<file path="src/rtl/cv32e40p_voter_monitor.sv">
// cv32e40p_voter_monitor
// Registered triple-modular-redundancy voter with per-replica fault tracking.
// Each valid cycle one triple is voted. Replicas that disagree are flagged and
// counted. After THRESH consecutive disagreements a replica is marked FAILED
// and excluded from later votes until clear_i or rst_i.
//
// Optional build macro:
//   VOTER_BITWISE_EN - with three active replicas, vote by per-bit majority
//                      instead of whole-word agreement.

module cv32e40p_voter_monitor #(
  parameter int WIDTH  = 32,
  parameter int CNT_W  = 8,
  parameter int THRESH = 4
) (
  input  logic               clk_i,
  input  logic               rst_i,
  input  logic               valid_i,
  input  logic [WIDTH-1:0]   res1_i,
  input  logic [WIDTH-1:0]   res2_i,
  input  logic [WIDTH-1:0]   res3_i,
  input  logic               clear_i,
  output logic [WIDTH-1:0]   result_o,
  output logic               valid_o,
  output logic [2:0]         mismatch_o,
  output logic               uncorr_o,
  output logic [2:0]         failed_o,
  output logic               fatal_o,
  output logic [3*CNT_W-1:0] err_cnt_o
);

  localparam logic [CNT_W-1:0] THRESH_C = CNT_W'(THRESH);

  typedef enum logic [1:0] {
    HEALTHY = 2'd0,
    SUSPECT = 2'd1,
    FAILED  = 2'd2
  } rep_state_e;

  rep_state_e       state_q   [3];
  logic [CNT_W-1:0] run_cnt_q [3];
  logic [CNT_W-1:0] err_cnt_q [3];

  logic [WIDTH-1:0] res [3];
  logic [2:0]       active;

  // Vote outcome for the current cycle.
  logic [WIDTH-1:0] vote_res;
  logic [2:0]       vote_mis;   // replica disagreed with the vote
  logic [2:0]       vote_chk;   // replica's FSM is evaluated by this vote
  logic             vote_unc;

  // Saturating next values of the counters on a mismatch.
  logic [CNT_W-1:0] run_inc [3];
  logic [CNT_W-1:0] err_inc [3];

  assign res[0] = res1_i;
  assign res[1] = res2_i;
  assign res[2] = res3_i;

  // Active set, sticky-failure flags and the fatal summary.
  always_comb begin
    for (int i = 0; i < 3; i++) begin
      active[i]   = (state_q[i] != FAILED);
      failed_o[i] = (state_q[i] == FAILED);
    end
    fatal_o = (failed_o[0] & failed_o[1]) | (failed_o[0] & failed_o[2]) |
              (failed_o[1] & failed_o[2]);
  end

  // Pack the per-replica total counters onto the output bus.
  always_comb begin
    for (int i = 0; i < 3; i++) begin
      err_cnt_o[i*CNT_W +: CNT_W] = err_cnt_q[i];
    end
  end

  // Saturating increments for both counter kinds.
  always_comb begin
    for (int i = 0; i < 3; i++) begin
      run_inc[i] = (run_cnt_q[i] == '1) ? run_cnt_q[i] : run_cnt_q[i] + 1'b1;
      err_inc[i] = (err_cnt_q[i] == '1) ? err_cnt_q[i] : err_cnt_q[i] + 1'b1;
    end
  end

  // Vote over the replicas that were active before this edge.
  always_comb begin
    logic [1:0]       lo;
    logic [1:0]       hi;
    logic             two_act;
    logic [WIDTH-1:0] maj;
    // NOTE: every output of this block gets a default first, so no path leaves
    // a variable unassigned and no latch can be inferred.
    vote_res = res[0];
    vote_mis = '0;
    vote_chk = '0;
    vote_unc = 1'b0;
    lo       = 2'd0;
    hi       = 2'd0;
    two_act  = 1'b0;
    maj      = '0;

    unique case (active)
      3'b111: begin
`ifdef VOTER_BITWISE_EN
        maj      = (res[0] & res[1]) | (res[0] & res[2]) | (res[1] & res[2]);
        vote_res = maj;
        vote_chk = 3'b111;
        for (int i = 0; i < 3; i++) vote_mis[i] = (res[i] != maj);
`else
        if (res[0] == res[1] && res[1] == res[2]) begin
          vote_res = res[0];
          vote_chk = 3'b111;
        end else if (res[0] == res[1]) begin
          vote_res = res[0];
          vote_chk = 3'b111;
          vote_mis = 3'b100;
        end else if (res[0] == res[2]) begin
          vote_res = res[0];
          vote_chk = 3'b111;
          vote_mis = 3'b010;
        end else if (res[1] == res[2]) begin
          vote_res = res[1];
          vote_chk = 3'b111;
          vote_mis = 3'b001;
        end else begin
          // No pair agrees: nobody can be blamed, so FSMs are left alone.
          vote_res = res[1];
          vote_unc = 1'b1;
        end
`endif
      end
      3'b011: begin lo = 2'd0; hi = 2'd1; two_act = 1'b1; end
      3'b101: begin lo = 2'd0; hi = 2'd2; two_act = 1'b1; end
      3'b110: begin lo = 2'd1; hi = 2'd2; two_act = 1'b1; end
      3'b001: vote_res = res[0];
      3'b010: vote_res = res[1];
      3'b100: vote_res = res[2];
      default: vote_res = res[0];
    endcase

    // Two survivors: agreement confirms both, disagreement is unattributable.
    if (two_act) begin
      vote_res = res[lo];
      if (res[lo] == res[hi]) begin
        vote_chk[lo] = 1'b1;
        vote_chk[hi] = 1'b1;
      end else begin
        vote_unc = 1'b1;
      end
    end
  end

  // Per-replica health FSMs and counters; clear_i overrides any vote update.
  always_ff @(posedge clk_i or posedge rst_i) begin
    if (rst_i) begin
      // NOTE: the per-replica state arrays are tiny control registers, not a
      // RAM, so they are reset explicitly like any other flop.
      for (int i = 0; i < 3; i++) begin
        state_q[i]   <= HEALTHY;
        run_cnt_q[i] <= '0;
        err_cnt_q[i] <= '0;
      end
    end else if (clear_i) begin
      for (int i = 0; i < 3; i++) begin
        state_q[i]   <= HEALTHY;
        run_cnt_q[i] <= '0;
        err_cnt_q[i] <= '0;
      end
    end else if (valid_i) begin
      for (int i = 0; i < 3; i++) begin
        if (vote_chk[i]) begin
          if (vote_mis[i]) begin
            // NOTE: non-blocking assignments so every flop samples pre-edge
            // values regardless of statement order.
            err_cnt_q[i] <= err_inc[i];
            run_cnt_q[i] <= run_inc[i];
            state_q[i]   <= (run_inc[i] >= THRESH_C) ? FAILED : SUSPECT;
          end else begin
            run_cnt_q[i] <= '0;
            state_q[i]   <= HEALTHY;
          end
        end
      end
    end
  end

  // Registered vote outputs; flags pulse for one cycle, result holds.
  always_ff @(posedge clk_i or posedge rst_i) begin
    if (rst_i) begin
      result_o   <= '0;
      valid_o    <= 1'b0;
      mismatch_o <= '0;
      uncorr_o   <= 1'b0;
    end else begin
      valid_o    <= valid_i;
      mismatch_o <= valid_i ? vote_mis : 3'b000;
      uncorr_o   <= valid_i & vote_unc;
      if (valid_i) result_o <= vote_res;
    end
  end

endmodule

</file>
<file path="config.mk">
export PLATFORM = sky130hd
export DESIGN_NAME = cv32e40p_voter_monitor
export DESIGN_NICKNAME = d
export VERILOG_FILES = /design/src/rtl/cv32e40p_voter_monitor.sv
export SDC_FILE = /design/constraint.sdc
export NUM_CORES = 1
export LEC_CHECK = 0
export ABC_AREA = 1
export BUFFER_PORTS_ARGS = -buffer_cell sky130_fd_sc_hd__buf_2
export CAP_MARGIN = 20
export CORE_ASPECT_RATIO = 0.9
export CORE_MARGIN = 3
export CORE_UTILIZATION = 40
export CTS_BUF_LIST = sky130_fd_sc_hd__clkbuf_2
export CTS_CLUSTER_SIZE = 10
export DETAILED_ROUTE_END_ITERATION = 8
export PLACE_DENSITY = 0.68
export SKIP_CTS_REPAIR_TIMING = 1
export SLEW_MARGIN = 20
export SYNTH_ARGS = -nofsm -noshare
export SYNTH_HDL_FRONTEND = slang
export SYNTH_SLANG_ARGS = --single-unit
</file>
<file path="constraint.sdc">
create_clock -name clk_i -period 3.45 [get_ports clk_i]
set_input_delay 0.345 -clock clk_i [delete_from_list [all_inputs] [get_ports clk_i]]
set_output_delay 0.345 -clock clk_i [all_outputs]
set_load 0.02 [all_outputs]
</file>
==> results.json, run 1 <==
{
  "status": "completed",
  "ir_drop_v": 0.000169,
  "synthTopCellsByCount": "nand2_1 (599), inv_1 (155), nand3_1 (150)",
  "fin_skew_ns": 0.0590,
  "grt-ovfl-total": 0,
  "synth_nets": 1725,
  "muxShareOfSynthArea_pct": 0,
  "netlist_instances": 1619,
  "die_y_um": 151,
  "cts_tree": "built",
  "start_util_pct": 41.0,
  "synthAdderAreaFrac_pct": 0.806,
  "critPathSlowestCell": "dfrtp_1",
  "wirelength_mm": 33.6,
  "core_sq_um": 22700,
  "syn_area_sq_um": 9310,
  "slowest_delay_ns": 0.48,
  "cap_viol_max_count": 0,
  "grt_max_degree": 65,
  "slew_viol_final": 0,
  "antenna_found_initial": 3,
  "h-tree-depth": 3,
  "synth-xor-area-share_pct": 5.17,
  "rsz0062_at_grt": "false",
  "dp_hpwl_mm": 24.1,
  "clk_pin_slew_ns": 0.35,
  "cp-start-kind": "flip-flop",
  "final_util_pct": 47.1,
  "rows": 52,
  "num_vias": 11300,
  "setup_viol": 0,
  "relSlewSlack_pct": 39.3,
  "track_usage_pct": 25.8,
  "yosysTopAreaCellShare_pct": 24.5,
  "wl_per_cell_um": 16.3,
  "path_cells": "inv_2, nor2_2, nand3_4, buf_4, o21ai_1, nand3_1, nand2_1, nand2_1, nor2_1, nand2_1, nor2_2, nand4_1, nand2_2, nand2_2, nand2_1, o21ai_1",
  "clockBufferDepth": 2,
  "areaGrowthSynthToFinish_pct": 14.8,
  "cts_buffers": 9,
  "synth.distinct_cells": 35,
  "p_leak_nw": 5.62,
  "routabilityCongestion": 0.972,
  "drive_gt1_share_pct": 14.4,
  "root_buffer": "clkbuf_2",
  "pwr_density_cell_nw_per_um2": 244,
  "crit_fanout": 20,
  "worstSkewPairLatency_ns": 0.68,
  "cts.sinks": 91,
  "fin_ws_ns": 0.268,
  "hold_viol": 0,
  "drtAntennaViolNets": 0,
  "crit_family": "simple AND/OR/NAND/NOR gates",
  "cp_data_arrival_time_ns": 3.73,
  "fin_nets": 1867,
  "yosys-top-cells-area": "dfrtp_1 (24%), nand2_1 (24%), nand3_1 (8.1%)",
  "synth_edf_count": 0,
  "post-place-ws_ns": 0.254,
  "crit_type": "flip-flop to flip-flop",
  "synth_compound_area_share_pct": 14.0,
  "drc": 0,
  "yosys.area_share.simple_pct": 45.7,
  "crit_top_cell": "nand2_1",
  "yosysTopAreaCell": "dfrtp_1",
  "async_flop_share_pct": 100,
  "worstMarginPinSlew_ns": 0.903,
  "ios": 165,
  "routed_via_density": 5.48,
  "finalCritPeriodShare_pct": 92.2,
  "die_area_sq_um": 25100,
  "drt_iter0_markers": 1351,
  "cp-end-kind": "flip-flop",
  "worstPathBufferInverterCount": 2,
  "critPathRequiredTime_ns": 3.99,
  "die_w_um": 167,
  "port_buffers": 164,
  "yosysSeqAreaShare_pct": 24.5,
  "fmax_mhz": 314,
  "drt_pass1_iterations": 6,
  "grt_pass1_wl_mm": 52.9,
  "fin_crit_ns": 3.18,
  "yosysMostFrequentCell": "nand2_1",
  "syn_avg_cell_area_sq_um": 5.75,
  "ys_ff_latch": 91,
  "ys.warnings.count": 0,
  "synth_top_family_by_area": "simple AND/OR/NAND/NOR gates",
  "first_global_vias": 10000,
  "synthFlopType": "dfrtp_1",
  "finalSetupTns_ns": 0,
  "hold_path.class": "input port to flip-flop"
}
-- layer usage --
layer / track usage, % / part of all wire (%) / up-vias
met5: 0 / 0.036 / -
met2: 40.3 / 43 / 612
met4: 7.55 / 2.4 / 2
li1: - / - / 5573
met3: 6.56 / 10 / 56
met1: 35.3 / 44 / 5081
-- power by group --
| group | internal (mW) | switching (mW) | leakage, nW |
|---|---|---|---|
| Sequential | 1.13 | 0.0570 | 1.17 |
| Clock | 0.128 | 0.506 | 0.0732 |
| Combinational | 0.267 | 0.525 | 4.38 |
-- cell usage in the layout, fill, tap and decap left out, types with 5 or more instances in the layout --
cell / Yosys / layout
xnor2_1: 20 / 20
o21ai_1: 70 / 69
nor2_2: 4 / 5
o2111ai_1: 24 / 24
nand2_1: 599 / 596
nand2_2: 7 / 9
nor3_1: 15 / 14
clkbuf_2: 0 / 9
o21ai_0: 23 / 23
nor2_1: 122 / 121
a21oi_1: 113 / 113
nand3_1: 150 / 150
inv_2: 7 / 7
inv_1: 155 / 153
xor2_1: 35 / 35
dfrtp_1: 91 / 91
nand4_1: 66 / 66
buf_2: 17 / 164
buf_4: 2 / 32
ha_1: 6 / 6
or2_2: 8 / 8
nor4_1: 6 / 6
nor3b_1: 6 / 6
-- cell type report --
| class | instances | area (sq um) |
|---|---|---|
| tap | 297 | 372 |
| clock inverter | 7 | 77.6 |
| antenna | 2 | 5.00 |
| multi-input combinational | 1293 | 6140 |
| sequential | 91 | 2280 |
| inverter | 163 | 614 |
| fill | 2384 | 12000 |
| timing repair buffer | 203 | 1160 |
| clock buffer | 9 | 45.0 |
-- cells by family (layout without fill, tap and decap cells) --
| group | after synthesis | count (layout) |
|---|---|---|
| xor gates and xnor gates | 55 | 55 |
| and+or+nand+nor | 995 | 995 |
| AOI/OAI and AO/OA | 237 | 237 |
| other | 0 | 2 |
| DFF | 91 | 91 |
| buffers and inverters | 235 | 382 |
| adders and majority gates | 6 | 6 |
-- worst paths after layout --
| check | startpoint | end | slack (ns) | depth (start not counted) |
|---|---|---|---|---|
| setup / recovery | state_q[5] | run_cnt_q[20] | 0.27 | 16 |
| hold / removal | res3_i[26] | result_o[26] | 0.04 | 5 |
| setup reg to reg | state_q[5] | run_cnt_q[20] | 0.27 | 16 |
| hold reg to reg | run_cnt_q[13] | run_cnt_q[13] | 0.54 | 2 |
| max in group asynchronous | rst_i | run_cnt_q[5] | 2.38 | 4 |
| min in group asynchronous | rst_i | uncorr_o | 0.21 | 3 |
-- sequential cells by signal, indices dropped and copies added (netlist names) --
| register | count |
|---|---|
| mismatch_o | 3 |
| err_cnt_o | 24 |
| state_q | 6 |
| valid_o | 1 |
| uncorr_o | 1 |
| result_o | 32 |
| run_cnt_q | 24 |
-- metrics by stage --
| stage | std cells | hold WS [ns] | area (sq um) | total power [mW] |
|---|---|---|---|---|
| floorplan | 1619 | 0.376 | 9310 | 1.67 |
| CTS | 2058 | -0.359 | 10600 | 2.61 |
| detailed placement | 2042 | 0.455 | 10500 | 1.98 |
| global placement | 2042 | 0.455 | 10500 | 1.97 |
| global route | 2064 | 0.0231 | 10700 | 2.76 |
| finish | 2065 | 0.0364 | 10700 | 2.61 |
-- worst min-delay path, delay by kind of cell --
kind | cells | cell delay, ns
AOI/OAI and AO/OA | 1 | 0.05
buffers and inverters | 1 | 0.13
and+or+nand+nor | 3 | 0.22
Note: power is estimated with default switching activity, not from simulation.
==> run 2, diff against run 1 <==
--- a/config.mk
+++ b/config.mk
@@ -10,13 +10,14 @@
 export CAP_MARGIN = 20
 export CORE_ASPECT_RATIO = 0.9
 export CORE_MARGIN = 3
-export CORE_UTILIZATION = 40
+export CORE_UTILIZATION = 54
 export CTS_BUF_LIST = sky130_fd_sc_hd__clkbuf_2
 export CTS_CLUSTER_SIZE = 10
 export DETAILED_ROUTE_END_ITERATION = 8
-export PLACE_DENSITY = 0.68
+export PLACE_DENSITY = 0.85
 export SKIP_CTS_REPAIR_TIMING = 1
 export SLEW_MARGIN = 20
 export SYNTH_ARGS = -nofsm -noshare
 export SYNTH_HDL_FRONTEND = slang
 export SYNTH_SLANG_ARGS = --single-unit
+export TNS_END_PERCENT = 10
==> run 2 against run 1 <==
Effect of this change:
- critical path depth grew 2
- count of clock-buffer cells in the layout grew 1
- total power grew 0.13%
- critical path type unchanged
- critical endpoint is now run_cnt_q[3]
- largest cell class unchanged
==> results.json, run 2 (synthesis gave the netlist of run 1 again) <==
{
  "status": "completed",
  "crit_type": "flip-flop to flip-flop",
  "relSlewSlack_pct": 22.5,
  "finalSetupTns_ns": 0,
  "fin_ws_ns": 0.364,
  "drt_pass1_iterations": 7,
  "reg2reg_to": "run_cnt_q[3]",
  "areaGrowthSynthToFinish_pct": 13.1,
  "critPathRequiredTime_ns": 4.02,
  "worstSkewPairLatency_ns": 0.68,
  "power_mw": 2.62,
  "drt_iter0_markers": 1635,
  "crit_top_cell": "nand2_1",
  "routabilityCongestion": 0.972,
  "grt_pass1_wl_mm": 49.4,
  "crit_fanout": 20,
  "clk_pin_slew_ns": 0.34,
  "path_cells": "inv_2, nand2_2, nand2_2, nand3_2, inv_2, buf_4, nand2_1, nand2_1, nand2_1, nand2_1, nand2_1, nor2_1, nand2_1, nor2_2, nand2_1, o21ai_4, nand2_4, o21ai_1",
  "die_w_um": 144,
  "drive_gt1_share_pct": 14.1,
  "core_sq_um": 16500,
  "fin_cells": 1968,
  "fin_nets": 1858,
  "antenna_found_initial": 2,
  "dp_hpwl_mm": 22.8,
  "pwr_density_cell_nw_per_um2": 248,
  "multi_input_area_sq_um": 6140,
  "finalCritPeriodShare_pct": 89.4,
  "slew_viol_final": 0,
  "die_y_um": 131,
  "port_buffers": 164,
  "setup_viol": 0,
  "routed_via_density": 5.96,
  "power_switching_mw": 1.04,
  "internal_power_mw": 1.58,
  "fmax_mhz": 324,
  "slowest_delay_ns": 0.47,
  "top_register": "result_o",
  "drc": 0,
  "clockBufferDepth": 2,
  "ir_drop_v": 0.000249,
  "num_vias": 11700,
  "cp-end-kind": "flip-flop",
  "cap_viol_max_count": 0,
  "ff_latch_area_sq_um": 2280,
  "cts_tree": "built",
  "grt-ovfl-total": 0,
  "p_leak_nw": 5.59,
  "cp-endpoint": "run_cnt_q[3]",
  "ios": 165,
  "cp_data_arrival_time_ns": 3.65,
  "h-tree-depth": 3,
  "worstMarginPinSlew_ns": 1.16,
  "n_fill_cell": 1589,
  "rsz0062_at_grt": "false",
  "wirelength_mm": 31.9,
  "largest_reg_flops": 32,
  "wl_per_cell_um": 16.2,
  "dp_cells": 1947,
  "seqPwrFrac_pct": 45.2,
  "final_cell_mix": "nand2_1 (596), buf_2 (164), inv_1 (154)",
  "layout_commonest_cell": "nand2_1",
  "post-place-ws_ns": 0.290,
  "cts_buffers": 9,
  "first_global_vias": 10100,
  "fin_skew_ns": 0.0616,
  "reg2reg_slack_ns": 0.36,
  "reg2reg_depth": 18,
  "root_buffer": "clkbuf_2",
  "fin_crit_ns": 3.09,
  "r2r-start": "state_q[2]",
  "grt_max_degree": 92,
  "hold_viol": 0,
  "drtAntennaViolNets": 0,
  "pwr-share-clk_pct": 24.7,
  "p_comb_share_pct": 30.1,
  "rows": 44,
  "hold_path.class": "input port to flip-flop",
  "die_area_sq_um": 18900,
  "switching_share_pct": 39.6,
  "start_util_pct": 56.4,
  "critPathSlowestCell": "dfrtp_1",
  "final_util_pct": 63.8,
  "cts.sinks": 91,
  "cp-startpoint": "state_q[2]",
  "cp-start-kind": "flip-flop",
  "track_usage_pct": 32.4,
  "hold_depth": 5
}
[run 2: area by class of cell]
| cell class | count | area share [%] |
|---|---|---|
| inverters | 163 | 5.82 |
| well taps | 207 | 2.46 |
| repair buffers | 194 | 10.4 |
| clock buffers | 10 | 0.475 |
| flip-flops and latches | 91 | 21.6 |
| multi-input cells | 1293 | 58.3 |
| clock inverters | 6 | 0.772 |
| diodes | 4 | 0.0950 |
[run 2: how the worst min path moves through the flow]
stage / startpoint / endpoint
final: res2_i[20] / result_o[20]
after global routing: res2_i[20] / result_o[20]
after CTS: rst_i / result_o[20]
after detailed placement: run_cnt_q[13] / run_cnt_q[13]
after global placement: run_cnt_q[13] / run_cnt_q[13]
after floorplan: valid_i / valid_o
[run 2: metrics by stage]
stage	cell area [sq um]	hold slack [ns]
finish	10500	0.0274
global route	10500	0.0274
global placement	10400	0.476
floorplan	9310	0.376
detailed placement	10400	0.491
CTS	10500	-0.257
[run 2: power by group through the flow]
stage          logic [mW]  registers [mW]  clock network, mW
2_1_floorplan       0.402            1.27                  0
5_1_grt             0.869            1.19              0.682
3_3_place_gp        0.754            1.20                  0
6_report            0.787            1.18              0.646
3_5_place_dp        0.768            1.20                  0
4_1_cts             0.772            1.18              0.647
[run 2: worst max-delay path: cells and delay by family, from the launching register on]
family | cells | cell delay (ns)
simple gates | 13 | 1.41
buf+inv | 3 | 0.61
compound gates | 2 | 0.52
flops | 1 | 0.47
[run 2: layer usage]
metal | GRT usage (%) | vias up | share of wire [%]
met2 | 49.3 | 796 | 43
met4 | 13.0 | 0 | 3.8
li1 | - | 5560 | -
met3 | 7.10 | 119 | 13
met1 | 45.0 | 5251 | 40
met5 | 0 | - | 0
